$ cat src/rtl/lock_disp_pkg.sv
// Shared types and constants for the lock display controller.
// Holds the controller state enum, the active-low segment patterns
// ({dp,g,f,e,d,c,b,a}) and the decimal-point bit index.
package lock_disp_pkg;

  typedef enum logic [2:0] {
    ST_IDLE    = 3'd0,
    ST_ENTRY   = 3'd1,
    ST_CHECK   = 3'd2,
    ST_OPEN    = 3'd3,
    ST_ERR     = 3'd4,
    ST_LOCKOUT = 3'd5
  } state_e;

  localparam logic [7:0] SEG_0     = 8'hC0;
  localparam logic [7:0] SEG_1     = 8'hF9;
  localparam logic [7:0] SEG_2     = 8'hA4;
  localparam logic [7:0] SEG_3     = 8'hB0;
  localparam logic [7:0] SEG_4     = 8'h99;
  localparam logic [7:0] SEG_5     = 8'h92;
  localparam logic [7:0] SEG_6     = 8'h82;
  localparam logic [7:0] SEG_7     = 8'hF8;
  localparam logic [7:0] SEG_8     = 8'h80;
  localparam logic [7:0] SEG_9     = 8'h90;
  localparam logic [7:0] SEG_DASH  = 8'hBF;
  localparam logic [7:0] SEG_BLANK = 8'hFF;
  localparam logic [7:0] SEG_O     = 8'hC0;
  localparam logic [7:0] SEG_P     = 8'h8C;
  localparam logic [7:0] SEG_E     = 8'h86;
  localparam logic [7:0] SEG_N     = 8'hAB;
  localparam logic [7:0] SEG_R     = 8'hAF;
  localparam logic [7:0] SEG_L     = 8'hC7;

  localparam int unsigned DP_BIT = 7;

endpackage

$ cat src/rtl/lock_display_ctrl_seg_decode.sv
// Combinational BCD to active-low 7-segment decode.
// Ports: bcd_i  - BCD digit (values above 9 decode to blank)
//        seg_c_o - segment byte {dp,g,f,e,d,c,b,a}, dp off
module seg_decode
  import lock_disp_pkg::*;
(
  input  logic [3:0] bcd_i,
  output logic [7:0] seg_c_o
);

  always_comb begin
    seg_c_o = SEG_BLANK;
    case (bcd_i)
      4'd0:    seg_c_o = SEG_0;
      4'd1:    seg_c_o = SEG_1;
      4'd2:    seg_c_o = SEG_2;
      4'd3:    seg_c_o = SEG_3;
      4'd4:    seg_c_o = SEG_4;
      4'd5:    seg_c_o = SEG_5;
      4'd6:    seg_c_o = SEG_6;
      4'd7:    seg_c_o = SEG_7;
      4'd8:    seg_c_o = SEG_8;
      4'd9:    seg_c_o = SEG_9;
      default: seg_c_o = SEG_BLANK;
    endcase
  end

endmodule

$ cat src/rtl/lock_display_ctrl.sv
// Digital lock sequencing controller for a 4-digit 7-segment display.
// Collects a 4-digit keypad code, compares it with CODE and shows
// entry / OPEn / Err / lockout countdown on the segment bytes.
// Ports: clk_100Hz, rst (async, active-high)
//        key_valid/key_val - digit key pulse and BCD value
//        key_clr, key_enter - discard / submit pulses
//        digit0..digit3 - registered active-low segment bytes (digit0 rightmost)
//        unlocked, lockout - registered status flags
module lock_display_ctrl
  import lock_disp_pkg::*;
#(
  parameter logic [15:0] CODE        = 16'h1234,
  parameter int unsigned BLINK_TICKS = 50,
  parameter int unsigned MSG_TICKS   = 200,
  parameter int unsigned MAX_FAILS   = 3,
  parameter int unsigned LOCKOUT_SEC = 30
) (
  input  logic       clk_100Hz,
  input  logic       rst,
  input  logic       key_valid,
  input  logic [3:0] key_val,
  input  logic       key_clr,
  input  logic       key_enter,
  output logic [7:0] digit0,
  output logic [7:0] digit1,
  output logic [7:0] digit2,
  output logic [7:0] digit3,
  output logic       unlocked,
  output logic       lockout
);

  localparam int unsigned MSG_W   = $clog2(MSG_TICKS + 1);
  localparam int unsigned BLINK_W = $clog2(BLINK_TICKS + 1);
  localparam int unsigned FAIL_W  = 3;
  localparam int unsigned PRE_W   = 7;
  localparam int unsigned CNT_W   = 3;

  localparam logic [3:0]        LOCK_TENS = 4'(LOCKOUT_SEC / 10);
  localparam logic [3:0]        LOCK_ONES = 4'(LOCKOUT_SEC % 10);
  localparam logic [PRE_W-1:0]  PRE_LAST  = PRE_W'(99);
  localparam logic [FAIL_W-1:0] FAIL_MAX  = FAIL_W'(MAX_FAILS);
  localparam logic [CNT_W-1:0]  CNT_FULL  = CNT_W'(4);

  state_e             state_q, state_d;
  logic [15:0]        entry_q, entry_d;
  logic [CNT_W-1:0]   count_q, count_d;
  logic [FAIL_W-1:0]  fail_q, fail_d;
  logic [BLINK_W-1:0] blink_q, blink_d;
  logic               cur_on_q, cur_on_d;
  logic [MSG_W-1:0]   msg_q, msg_d;
  logic [PRE_W-1:0]   pre_q, pre_d;
  logic [3:0]         tens_q, tens_d;
  logic [3:0]         ones_q, ones_d;
  logic [3:0][7:0]    dig_q, dig_d;
  logic               unl_q, unl_d;
  logic               lock_q, lock_d;

  logic               digit_ok_c;
  logic [3:0][3:0]    dec_in_c;
  logic [3:0][7:0]    dec_seg_c;

  assign digit_ok_c = key_valid && (key_val <= 4'd9);

  // State and datapath registers
  always_ff @(posedge clk_100Hz or posedge rst) begin
    if (rst) begin
      state_q  <= ST_IDLE;
      entry_q  <= '0;
      count_q  <= '0;
      fail_q   <= '0;
      blink_q  <= '0;
      cur_on_q <= 1'b0;
      msg_q    <= '0;
      pre_q    <= '0;
      tens_q   <= '0;
      ones_q   <= '0;
      dig_q    <= {4{SEG_DASH}};
      unl_q    <= 1'b0;
      lock_q   <= 1'b0;
    end else begin
      state_q  <= state_d;
      entry_q  <= entry_d;
      count_q  <= count_d;
      fail_q   <= fail_d;
      blink_q  <= blink_d;
      cur_on_q <= cur_on_d;
      msg_q    <= msg_d;
      pre_q    <= pre_d;
      tens_q   <= tens_d;
      ones_q   <= ones_d;
      dig_q    <= dig_d;
      unl_q    <= unl_d;
      lock_q   <= lock_d;
    end
  end

  // Next-state and datapath update
  always_comb begin
    state_d  = state_q;
    entry_d  = entry_q;
    count_d  = count_q;
    fail_d   = fail_q;
    blink_d  = blink_q;
    cur_on_d = cur_on_q;
    msg_d    = msg_q;
    pre_d    = pre_q;
    tens_d   = tens_q;
    ones_d   = ones_q;
    case (state_q)
      ST_IDLE: begin
        if (digit_ok_c) begin
          entry_d  = {12'h000, key_val};
          count_d  = CNT_W'(1);
          blink_d  = '0;
          cur_on_d = 1'b1;
          state_d  = ST_ENTRY;
        end
      end
      ST_ENTRY: begin
        // clr beats enter beats a digit key in the same cycle
        if (key_clr) begin
          entry_d = '0;
          count_d = '0;
          state_d = ST_IDLE;
        end else if (key_enter) begin
          state_d = ST_CHECK;
        end else if (digit_ok_c && (count_q != CNT_FULL)) begin
          entry_d  = {entry_q[11:0], key_val};
          count_d  = count_q + CNT_W'(1);
          blink_d  = '0;
          cur_on_d = 1'b1;
        end else if (count_q != CNT_FULL) begin
          if (blink_q == BLINK_W'(BLINK_TICKS - 1)) begin
            blink_d  = '0;
            cur_on_d = ~cur_on_q;
          end else begin
            blink_d = blink_q + BLINK_W'(1);
          end
        end
      end
      ST_CHECK: begin
        entry_d = '0;
        count_d = '0;
        msg_d   = MSG_W'(MSG_TICKS - 1);
        if ((count_q == CNT_FULL) && (entry_q == CODE)) begin
          fail_d  = '0;
          state_d = ST_OPEN;
        end else begin
          if (fail_q != FAIL_MAX) fail_d = fail_q + FAIL_W'(1);
          state_d = ST_ERR;
        end
      end
      ST_OPEN: begin
        if (msg_q == '0) state_d = ST_IDLE;
        else             msg_d   = msg_q - MSG_W'(1);
      end
      ST_ERR: begin
        if (msg_q == '0) begin
          if (fail_q == FAIL_MAX) begin
            pre_d   = '0;
            tens_d  = LOCK_TENS;
            ones_d  = LOCK_ONES;
            state_d = ST_LOCKOUT;
          end else begin
            state_d = ST_IDLE;
          end
        end else begin
          msg_d = msg_q - MSG_W'(1);
        end
      end
      ST_LOCKOUT: begin
        // One-second tick; 00 is held a full second before leaving
        if (pre_q == PRE_LAST) begin
          pre_d = '0;
          if ((tens_q == 4'd0) && (ones_q == 4'd0)) begin
            fail_d  = '0;
            state_d = ST_IDLE;
          end else if (ones_q == 4'd0) begin
            ones_d = 4'd9;
            tens_d = tens_q - 4'd1;
          end else begin
            ones_d = ones_q - 4'd1;
          end
        end else begin
          pre_d = pre_q + PRE_W'(1);
        end
      end
      default: state_d = ST_IDLE;
    endcase
  end

  // Low two decoders are shared between entry digits and countdown
  assign dec_in_c[0] = (state_d == ST_LOCKOUT) ? ones_d : entry_d[3:0];
  assign dec_in_c[1] = (state_d == ST_LOCKOUT) ? tens_d : entry_d[7:4];
  assign dec_in_c[2] = entry_d[11:8];
  assign dec_in_c[3] = entry_d[15:12];

  for (genvar g = 0; g < 4; g++) begin : g_dec
    seg_decode u_dec (
      .bcd_i   (dec_in_c[g]),
      .seg_c_o (dec_seg_c[g])
    );
  end

  // Display content for the next state; CHECK keeps the current bytes
  always_comb begin
    dig_d  = dig_q;
    unl_d  = (state_d == ST_OPEN);
    lock_d = (state_d == ST_LOCKOUT);
    case (state_d)
      ST_IDLE: dig_d = {4{SEG_DASH}};
      ST_ENTRY: begin
        for (int i = 0; i < 4; i++) begin
          dig_d[i] = (CNT_W'(i) < count_d) ? dec_seg_c[i] : SEG_DASH;
        end
        if ((count_d != CNT_FULL) && cur_on_d) dig_d[0][DP_BIT] = 1'b0;
      end
      ST_CHECK:   dig_d = dig_q;
      ST_OPEN:    dig_d = {SEG_O, SEG_P, SEG_E, SEG_N};
      ST_ERR:     dig_d = {SEG_E, SEG_R, SEG_R, SEG_BLANK};
      ST_LOCKOUT: dig_d = {SEG_L, SEG_DASH, dec_seg_c[1], dec_seg_c[0]};
      default:    dig_d = {4{SEG_DASH}};
    endcase
  end

  assign digit0   = dig_q[0];
  assign digit1   = dig_q[1];
  assign digit2   = dig_q[2];
  assign digit3   = dig_q[3];
  assign unlocked = unl_q;
  assign lockout  = lock_q;

endmodule

$ cat config.mk
export PLATFORM = sky130hd
export DESIGN_NAME = lock_display_ctrl
export DESIGN_NICKNAME = d
export VERILOG_FILES = /design/src/rtl/lock_disp_pkg.sv /design/src/rtl/lock_display_ctrl_seg_decode.sv /design/src/rtl/lock_display_ctrl.sv
export SDC_FILE = /design/constraint.sdc
export NUM_CORES = 1
export LEC_CHECK = 0
export ABC_AREA = 1
export BUFFER_PORTS_ARGS = -buffer_cell sky130_fd_sc_hd__clkbuf_2
export CAP_MARGIN = 30
export CORE_MARGIN = 3
export CORE_UTILIZATION = 61
export CTS_CLUSTER_DIAMETER = 120
export CTS_CLUSTER_SIZE = 28
export DETAILED_ROUTE_END_ITERATION = 8
export PLACE_DENSITY = 0.81
export SKIP_CTS_REPAIR_TIMING = 1
export SLEW_MARGIN = 20
export SYNTH_ARGS = -nofsm -noshare
export SYNTH_HDL_FRONTEND = slang
export SYNTH_SLANG_ARGS = --single-unit
$ cat constraint.sdc
create_clock -name clk_100Hz -period 3 [get_ports clk_100Hz]
set_input_delay 0 -clock clk_100Hz [delete_from_list [all_inputs] [get_ports clk_100Hz]]
set_output_delay 0 -clock clk_100Hz [all_outputs]
set_load 0.01 [all_outputs]
==> summary.md, run 1 <==
| Metric | Value |
|---|---|
| Global route overflow | 0 |
| Max-slew headroom | 54.8% |
| CTS Sinks | 86 |
| Worst hold start | key_val[3] |
| Predominant post-synthesis flop cell | dfrtp_1 |
| Final #Nets | 812 |
| Hold EP | entry_q[3]$_DFF_PP0_ |
| Placement Cell Area | 5860 µm² |
| Die width | 101 µm |
| DR DRC count | 0 |
| Avg Vias per Cell | 5.59 |
| Slew Limit Fails | 0 |
| R2r setup slk | 0.30 ns |
| Mapped cell area | 5540 µm² |
| Crit path largest cell delay | 0.37 ns |
| Total power | 4.59 mW |
| Worst Path Class, Setup | flip-flop to flip-flop |
| Fin. Hold Viols | 0 |
| Setup crit end kind | flip-flop |
| Antenna-violating nets left | 0 |
| Worst Path Buf+Inv | 3 |
| Core area | 8760 µm² |
| Worst-skew pair later-pin latency | 0.37 ns |
| Synth Area in Compound Gates | 13.0% |
| Hold Path Depth | 5 |
| Antenna Cells | 0 |
| Port bufs | 39 |
| CTS max path bufs | 2 |
| IO Pins | 43 |
| Core Rows | 34 |
| Critical path, cell by cell | inv_1 -> ha_1 -> nand2_1 -> nor2_2 -> nand2_1 -> nand2_1 -> nand2_4 -> nor2_4 -> nand2_1 -> nand2_1 -> inv_1 -> ha_1 -> inv_1 -> nor2_1 -> nor2_1 -> o22a_1 |
| Mux contribution to synthesized area | 0% |
| Vias | 4943 |
| Initial Util | 63.2% |
| Slowest-stage cell, CP | dfrtp_1 |
| Power density cells | 751 nW/µm² |
| Top cell type's share of synthesized area | 27.6% |
| Reg2reg path depth | 16 |
| Worst-path maximum fanout | 8 |
| Crit path max-delay family | simple AND/OR/NAND/NOR gates |
| Largest family of logic cells by synthesized area | simple AND/OR/NAND/NOR gates |
| Sequential share of the synthesized area | 39.4% |
| Mapped Cells | 720 |
| Worst EP required | 3.31 ns |
| Routed len/inst | 14.7 µm |
| Detailed Routing Iterations Pass 1 | 5 |
| Proportion of layout cells with a drive suffix above 1 | 19.8% |
| Top cell by count, worst path | nand2_1 |
| DIE AREA | 10300 µm² |
| Design Area, Final | 6110 µm² |
| DR iter-0 viols | 213 |
| Final min period | 2.70 ns |
| TritonCTS clock tree | yes |
| Period utilization | 90.1% |
| Unrepaired setup endpoints after global routing | no |
| Largest area contributor in the netlist | dfrtp_1 |
| Flip-flop and latch area | 2180 µm² |
| First-pass GRT wire length | 22400 µm |
| Antenna violations before repair | 0 |
| YS warnings | 0 |
| Root Buffer | clkbuf_8 |
| H-tree depth | 3 |
| Synth Area in Adders | 7.01% |
| Multi-input combinational cell area | 2900 µm² |
| WP data arrival | 3.01 ns |
| Worst min-delay path category | input port to flip-flop |
| Leak | 3.13 nW |
| Final setup violation count | 0 |
| Max Clock Skew | 0.0118 ns |
| TritonCTS buffer count | 9 |
| Critical R2R Launch | ones_q[0]$_DFF_PP0_ |
| Vias in the first global route | 4834 |
| Largest net degree at the start of global routing | 32 |
| Post-synth EDFFs | 0 |
| GRT Total Usage | 27.0% |
| Max-cap violation count | 0 |
| Die Ht | 101 µm |
| XOR/XNOR share of the synthesized area | 0.633% |
| CP Launch Type | flip-flop |
| Hpwl dp | 9970 µm |
| RR Endpoint | digit0[3]$_DFFE_PP1P_ |
| Fillers | 734 |
| Status | finished, final reports clean |
| Number of synthesized register bits | 86 |
| Post-Synth Simple-Gate Area | 31.6% |
| Total length of routed wires | 13000 µm |
| Dominant cells by area after synthesis | dfrtp_1 28%, dfstp_2 12%, nand2_1 11% |
| Area grow syn2layout | 10.4% |
| IR drop worst, VDD | 489 µV |
| Fraction of registers with async set or reset after synthesis | 100% |
| Reg clk slew, reported paths | 0.09 ns |
| Syn avg cell area | 7.69 µm² |
| Synth cell types | 53 |
| Placer congestion estimate | 0.920 |
| Setup_tns | 0 ns |
| FMAX | 0.370 GHz |
| Slew @ Worst Pin | 0.677 ns |
[layer usage]
layer / up-vias / track usage, % / part of all wire, %
met3: 17 / 3.37 / 5.0
li1: 2443 / - / -
met4: 0 / 8.59 / 1.5
met1: 2329 / 35.3 / 44
met2: 154 / 46.7 / 50
met5: - / 0 / 0
[placed cells by master, fill, tap and decap left out, drive strengths merged, types with 2 or more instances in the layout]
cell type,n
buf,6
or2,2
bufinv,2
o21ai,43
inv,104
nand3,74
nand3b,3
o211ai,4
nor2,83
xor2,3
a22oi,8
dlygate4sd3,2
dfrtp,61
o22ai,4
clkinv,4
o22a,4
clkbuf,50
nor3,5
nand4,12
ha,31
nand2,190
o21bai,2
conb,3
a21oi,36
a31oi,5
dfstp,25
[synth_stat cells, types with 2 or more instances]
cell and number:
a22oi_2 2, nand3_2 6, o211ai_1 4, a22oi_1 4, nor2_2 8, nand2_1 167, inv_2 7, o22ai_1 3
nor2_4 3, buf_4 3, a22oi_4 2, nor2_1 72, nand3_4 3, dfstp_2 25, clkbuf_1 3, a31oi_1 5
dfrtp_1 61, ha_1 31, nor3_1 4, nand4_1 12, nand2_2 18, a21oi_1 32, o22a_1 4, nand3b_1 3
o21ai_2 3, a21oi_2 4, o21ai_1 5, inv_1 97, o21ai_0 35, nand3_1 65, nand2_4 5, xor2_1 3
[registers in the layout, summed over array words and instances, names as in the netlist]
register / cells
entry_q: 16
digit0: 8
msg_q: 8
digit1: 7
digit2: 7
digit3: 7
pre_q: 7
blink_q: 6
ones_q: 4
tens_q: 4
count_q: 3
fail_q: 3
state_q: 3
cur_on_q: 1
lockout: 1
unlocked: 1
[how the worst max path moves through the flow]
stage	start	endpoint	cells after the start
after floorplan	count_q[0]$_DFF_PP0_	digit3[3]$_DFFE_PP1P_	15
final	ones_q[0]$_DFF_PP0_	digit0[3]$_DFFE_PP1P_	16
after global routing	count_q[1]$_DFF_PP0_	digit3[4]$_DFFE_PP1P_	14
after detailed placement	ones_q[0]$_DFF_PP0_	digit0[3]$_DFFE_PP1P_	16
after global placement	ones_q[0]$_DFF_PP0_	digit0[3]$_DFFE_PP1P_	16
after CTS	ones_q[0]$_DFF_PP0_	digit0[3]$_DFFE_PP1P_	16
[layout make-up]
type | instances | area share [%]
clock buffers | 11 | 2.48
clock inverters | 5 | 1.33
inverters | 106 | 6.57
multi-input cells | 522 | 47.4
flip-flops and latches | 86 | 35.7
well taps | 108 | 2.21
repair buffers | 47 | 4.26
[worst register-to-register path: stages, from the launching register on]
cell	delay (ns)
dfrtp_1	0.37
inv_1	0.10
ha_1	0.20
nand2_1	0.11
nor2_2	0.22
nand2_1	0.15
nand2_1	0.12
nand2_4	0.09
nor2_4	0.22
nand2_1	0.11
nand2_1	0.16
inv_1	0.11
ha_1	0.29
inv_1	0.04
nor2_1	0.13
nor2_1	0.07
o22a_1	0.17
[through the flow]
step / utilization (%) / setup WS (ns) / instances / hold WS, ns
detailed placement: 66.9 / 0.326 / 867 / 0.0383
CTS: 69.5 / 0.318 / 883 / -0.355
finish: 69.8 / 0.296 / 885 / 0.0143
floorplan: - / 0.485 / 722 / 0.157
global route: 69.8 / 0.00416 / 885 / 0.0581
global placement: 66.9 / 0.420 / 867 / 0.0329
[where the power goes]
part | switching (mW) | total [mW] | internal, mW
combinational | 1.30 | 1.93 | 0.624
clock | 0.427 | 0.941 | 0.514
sequential | 0.208 | 1.72 | 1.51
total | 1.94 | 4.59 | 2.65
[logic make-up after synthesis]
kind of cell / Yosys count
adder cells (fa/ha/maj): 31
flip-flops: 86
XOR/XNOR: 4
buffers and inverters: 114
other: 1
AND/OR/NAND/NOR: 372
AO/OA/AOI/OAI: 112
Note: power is estimated with default switching activity, not from simulation.
==> inputs of run 2 (changes only) <==
--- a/config.mk
+++ b/config.mk
@@ -14,6 +14,7 @@
 export CTS_CLUSTER_SIZE = 28
 export DETAILED_ROUTE_END_ITERATION = 8
 export PLACE_DENSITY = 0.81
+export RECOVER_POWER = 50
 export SKIP_CTS_REPAIR_TIMING = 1
 export SLEW_MARGIN = 20
 export SYNTH_ARGS = -nofsm -noshare
==> run 2 against run 1 <==
Compared with the run above:
- the run now ends with capacitance limit left
- core utilization fell by 0.43 points
- sequential power barely moved
- register-to-register slack hardly changed
==> summary.md, run 2 (synthesized netlist as in run 1, its figures left out) <==
| Metric | Value |
|---|---|
| Internal Power | 2.62 mW |
| Worst-path maximum fanout | 8 |
| Most common cell after layout, fill and taps aside | nand2_1 |
| Setup crit end kind | flip-flop |
| DIE AREA | 10300 µm² |
| Failing checks | capacitance limit |
| Placement Cell Area | 5860 µm² |
| Worst Path Class, Setup | flip-flop to flip-flop |
| Root Buffer | clkbuf_8 |
| Status | complete, but fails checks |
| Core area | 8760 µm² |
| Largest net degree at the start of global routing | 32 |
| WP data arrival | 3.02 ns |
| TritonCTS buffer count | 9 |
| Setup_tns | 0 ns |
| Reg clk slew, reported paths | 0.09 ns |
| Flop pwr share | 37.5% |
| Antenna Cells | 0 |
| Clk pwr share | 20.6% |
| Worst Path Buf+Inv | 2 |
| Total length of routed wires | 13000 µm |
| Die width | 101 µm |
| Area grow syn2layout | 9.74% |
| Max Clock Skew | 0.0112 ns |
| Hpwl dp | 9970 µm |
| Switching Share | 42.6% |
| Leak | 3.04 nW |
| Initial Util | 63.2% |
| DR DRC count | 0 |
| Antenna violations before repair | 0 |
| IR drop worst, VDD | 482 µV |
| Avg Vias per Cell | 5.59 |
| Worst-skew pair later-pin latency | 0.37 ns |
| Power density cells | 751 nW/µm² |
| Max-cap violation count | 1 |
| TritonCTS clock tree | yes |
| Gate power share | 41.9% |
| Fin. Hold Viols | 0 |
| Antenna-violating nets left | 0 |
| Switching power | 1.94 mW |
| Slew Limit Fails | 0 |
| Critical path, cell by cell | inv_1 -> ha_1 -> nand2_1 -> nor2_2 -> nand2_1 -> nand2_1 -> nand2_4 -> nor2_4 -> nand2_1 -> nand2_1 -> inv_1 -> ha_1 -> or2_0 -> nand3_1 -> a21oi_1 -> nor2_1 |
| Max-slew headroom | 0.000933% |
| Port bufs | 39 |
| Top cell by count, worst path | nand2_1 |
| H-tree depth | 3 |
| CTS Sinks | 86 |
| Most frequent cells in the layout | 167 x nand2_1, 96 x inv_1, 72 x nor2_1, 65 x nand3_1, 61 x dfrtp_1 |
| Period utilization | 90.3% |
| Detailed Routing Iterations Pass 1 | 5 |
| Biggest register | entry_q |
| Proportion of layout cells with a drive suffix above 1 | 15.6% |
| DR iter-0 viols | 227 |
| IO Pins | 43 |
| Final #Nets | 812 |
| Worst min-delay path category | input port to flip-flop |
| FMAX | 0.369 GHz |
| Routed len/inst | 14.7 µm |
| CTS max path bufs | 2 |
| Placer congestion estimate | 0.920 |
| Die Ht | 101 µm |
| Worst EP required | 3.31 ns |
| Final min period | 2.71 ns |
| Global route overflow | 0 |
| Vias | 4943 |
| CP Launch Type | flip-flop |
| First-pass GRT wire length | 22400 µm |
| GRT Total Usage | 27.0% |
| Max reg flops | 16 |
| Slew @ Worst Pin | 1.50 ns |
| Crit path largest cell delay | 0.37 ns |
| Vias in the first global route | 4834 |
| Unrepaired setup endpoints after global routing | no |
| Crit path max-delay family | simple AND/OR/NAND/NOR gates |
| Design Area, Final | 6080 µm² |
| Final setup violation count | 0 |
| Slowest-stage cell, CP | dfrtp_1 |
| Core Rows | 34 |
==> run 2: changes by cell type in the layout (fill, tap and decap cells not counted) <==
cell / previous run / this run
dfstp_1: 0 / 7
clkbuf_2: 39 / 15
clkinvlp_2: 0 / 1
clkinv_2: 2 / 1
dfstp_2: 25 / 18
clkbuf_1: 0 / 26
buf_4: 6 / 4
==> run 2: per-stage QoR <==
step	utilization [%]	instances	hold WS, ns	total power [mW]	setup slack (ns)
after global placement	66.9	867	0.0329	3.58	0.420
final	69.3	885	0.0158	4.56	0.290
after detailed placement	66.9	867	0.0383	3.65	0.326
after CTS	69.5	883	-0.355	4.60	0.318
after global routing	69.3	885	0.0581	4.92	0.00407
after floorplan	-	722	0.157	3.15	0.485
==> run 2: layer usage <==
layer	vias to the layer above	track usage (%)	wire, µm
met1	2338	35.3	5730
met3	13	3.37	587
li1	2442	-	-
met2	150	46.7	6520
met4	0	8.59	151
met5	-	0	0
==> run 2: worst paths after layout <==
| kind | cells after the start | endpoint | slack [ns] | startpoint |
|---|---|---|---|---|
| setup / recovery | 16 | digit0[4]$_DFFE_PP1P_ | 0.29 | ones_q[0]$_DFF_PP0_ |
| hold / removal | 5 | entry_q[3]$_DFF_PP0_ | 0.02 | key_val[3] |
| setup reg to reg | 16 | digit0[4]$_DFFE_PP1P_ | 0.29 | ones_q[0]$_DFF_PP0_ |
| hold reg to reg | 2 | digit2[5]$_DFFE_PP1P_ | 0.47 | digit2[5]$_DFFE_PP1P_ |
| max in group asynchronous | 4 | digit3[6]$_DFFE_PP0P_ | 0.63 | rst |
| min in group asynchronous | 3 | pre_q[6]$_DFFE_PP0P_ | 0.45 | rst |
==> run 2: area by class of cell <==
cell class / count / area (µm²)
Clock buffer: 11 / 151
Clock inverter: 5 / 81.3
Fill cell: 750 / 2690
Inverter: 106 / 402
Multi-Input combinational cell: 522 / 2900
Sequential cell: 86 / 2180
Tap cell: 108 / 135
Timing Repair Buffer: 47 / 223
==> run 2: worst min-delay path, stage by stage <==
cell,delay (ns)
clkbuf_2,0.10
inv_1,0.06
nor2_1,0.05
nand2_1,0.06
nand2_1,0.07
==> run 2: power by group through the flow <==
stage / Clock (mW) / Sequential (mW) / Combinational, mW
finish: 0.939 / 1.71 / 1.91
detailed placement: 0 / 1.74 / 1.91
global route: 1.00 / 1.74 / 2.17
global placement: 0 / 1.72 / 1.86
floorplan: 0 / 1.76 / 1.39
CTS: 0.956 / 1.72 / 1.93
==> inputs of run 3 (changes only) <==
--- a/config.mk
+++ b/config.mk
@@ -9,11 +9,10 @@
 export BUFFER_PORTS_ARGS = -buffer_cell sky130_fd_sc_hd__clkbuf_2
 export CAP_MARGIN = 30
 export CORE_MARGIN = 3
-export CORE_UTILIZATION = 61
+export CORE_UTILIZATION = 30
 export CTS_CLUSTER_DIAMETER = 120
 export CTS_CLUSTER_SIZE = 28
 export DETAILED_ROUTE_END_ITERATION = 8
-export PLACE_DENSITY = 0.81
 export RECOVER_POWER = 50
 export SKIP_CTS_REPAIR_TIMING = 1
 export SLEW_MARGIN = 20
==> run 3 against run 2 <==
Compared with the run above:
- the flow finishes with violations (capacitance limit, slew limit)
- core utilization decreased by 34 points
- setup slack improved by 0.0030 ns
- power increased by 3.1%
- global-route usage decreased by 13 points
- combinational power about the same
- final area increased by 3.6%
- sequential cell count unchanged
- hold slack improved by 0.016 ns
- critical path depth unchanged
- count of clock-buffer cells in the layout decreased by 1
- non-clock buffer count increased by 2
- die area increased by 96%
- critical endpoint is now digit0[3]$_DFFE_PP1P_
- largest cell class unchanged
==> summary.md, run 3 (synthesized netlist as in run 1, its figures left out) <==
| Metric | Value |
|---|---|
| Most common cell after layout, fill and taps aside | nand2_1 |
| Crit path largest cell delay | 0.36 ns |
| Antenna Cells | 0 |
| Dpl ws | 0.240 ns |
| Area grow syn2layout | 13.7% |
| Setup crit end kind | flip-flop |
| Vias in the first global route | 4537 |
| Critical path, cell by cell | inv_1 -> ha_1 -> nand2_1 -> nor2_4 -> nand2_1 -> nand2_1 -> nand2_4 -> nor2_4 -> nand2_1 -> nand2_1 -> inv_1 -> ha_1 -> inv_1 -> nor2_1 -> nor2_1 -> o22a_1 |
| DIE AREA | 20100 µm² |
| Final setup violation count | 0 |
| Proportion of layout cells with a drive suffix above 1 | 15.8% |
| Die Ht | 142 µm |
| Hpwl dp | 10600 µm |
| CTS max path bufs | 2 |
| Root Buffer | clkbuf_16 |
| Setup_tns | 0 ns |
| Fin. Hold Viols | 0 |
| DR iter-0 viols | 306 |
| Worst-skew pair later-pin latency | 0.36 ns |
| First-pass GRT wire length | 22800 µm |
| Reg clk slew, reported paths | 0.07 ns |
| Slew Limit Fails | 29 |
| IR drop worst, VDD | 353 µV |
| Slew @ Worst Pin | 1.54 ns |
| TritonCTS clock tree | yes |
| Period utilization | 90.2% |
| CP Launch Type | flip-flop |
| Fillers | 1946 |
| Status | complete, but fails checks |
| Worst-path maximum fanout | 8 |
| TritonCTS buffer count | 9 |
| IO Pins | 43 |
| Detailed Routing Iterations Pass 1 | 5 |
| Failing checks | capacitance limit, slew limit |
| Antenna violations before repair | 0 |
| Avg Vias per Cell | 4.76 |
| Worst Path Class, Setup | flip-flop to flip-flop |
| Slowest-stage cell, CP | dfrtp_1 |
| Top cell by count, worst path | nand2_1 |
| Largest net degree at the start of global routing | 38 |
| Final min period | 2.71 ns |
| FMAX | 0.369 GHz |
| Max-slew headroom | -2.40% |
| Port bufs | 39 |
| Max-cap violation count | 1 |
| Core area | 18000 µm² |
| WP data arrival | 3.00 ns |
| Antenna-violating nets left | 0 |
| Die width | 142 µm |
| Unrepaired setup endpoints after global routing | no |
| Biggest register | entry_q |
| GRT Total Usage | 14.3% |
| Vias | 4800 |
| Initial Util | 30.7% |
| Core Rows | 49 |
| Most frequent cells in the layout | 167 x nand2_1, 96 x inv_1, 72 x nor2_1, 65 x nand3_1, 61 x dfrtp_1 |
| R2r setup slk | 0.29 ns |
| Total length of routed wires | 13900 µm |
| CTS Sinks | 86 |
| Setup ws final | 0.293 ns |
| Worst EP required | 3.29 ns |
| Worst min-delay path category | input port to flip-flop |
| H-tree depth | 3 |
| Leak | 3.06 nW |
| Max reg flops | 16 |
| Final #Nets | 814 |
| Global route overflow | 0 |
| Routed len/inst | 13.8 µm |
| DR DRC count | 0 |
| Placer congestion estimate | 0.885 |
| Max Clock Skew | 0.00660 ns |
| Power density cells | 747 nW/µm² |
run 3: cell count changes in the layout (fill, tap and decap cells not counted):
| cell | before | now |
|---|---|---|
| clkinv_4 | 1 | 2 |
| clkbuf_1 | 26 | 32 |
| clkbuf_2 | 15 | 9 |
| clkinvlp_4 | 1 | 4 |
| clkinv_2 | 1 | 0 |
| nor2_4 | 3 | 4 |
| dfstp_1 | 7 | 1 |
| buf_4 | 4 | 6 |
| clkbuf_16 | 0 | 9 |
| dfstp_2 | 18 | 24 |
| clkbuf_8 | 11 | 1 |
| nor2_2 | 8 | 7 |
| bufinv_16 | 2 | 0 |
run 3: area by class of cell:
class,count,area [µm²],area share (%)
flip-flops and latches,86,2180,34.7
repair buffers,49,230,3.66
inverters,106,402,6.38
multi-input cells,522,2910,46.2
clock inverters,6,47.5,0.755
well taps,229,287,4.55
clock buffers,10,239,3.80
run 3: power breakdown:
part           internal (mW)  switching [mW]  total [mW]  leakage [nW]
Combinational          0.603            1.31        1.91          1.86
Sequential              1.51           0.197        1.71          1.07
Clock                  0.586           0.497        1.08         0.127
run 3: worst max-delay path: cells and delay by family, from the launching register on:
| family | cells | cell delay, ns |
|---|---|---|
| adders and majority gates | 2 | 0.50 |
| DFF | 1 | 0.36 |
| buffers and inverters | 3 | 0.27 |
| and+or+nand+nor | 10 | 1.34 |
| AOI/OAI and AO/OA | 1 | 0.17 |
run 3: path summary, 6_finish.rpt:
check,startpoint,endpoint,cells after the start
max,ones_q[0]$_DFF_PP0_,digit0[3]$_DFFE_PP1P_,16
min,key_val[3],entry_q[3]$_DFF_PP0_,5
max reg2reg,ones_q[0]$_DFF_PP0_,digit0[3]$_DFFE_PP1P_,16
min reg2reg,digit3[1]$_DFFE_PP1P_,digit3[1]$_DFFE_PP1P_,2
max in group asynchronous,rst,unlocked$_DFF_PP0_,4
min in group asynchronous,rst,ones_q[0]$_DFF_PP0_,3
run 3: metrics by stage:
step,cells,power [mW],utilization (%),hold WS (ns),cell area (µm²)
global route,1008,5.10,34.9,0.0458,6290
CTS,1006,4.80,35.0,-0.377,6310
finish,1008,4.70,34.9,0.0323,6290
detailed placement,990,3.68,33.4,0.00686,6030
floorplan,722,3.15,-,0.157,5540
global placement,990,3.67,33.4,0.00570,6030
run 3: metal layers:
layer  wire length (µm)  global-route usage [%]
met5                  0                       0
met1               6680                    19.2
met4                136                    3.23
met3                506                    3.91
met2               6540                    23.1
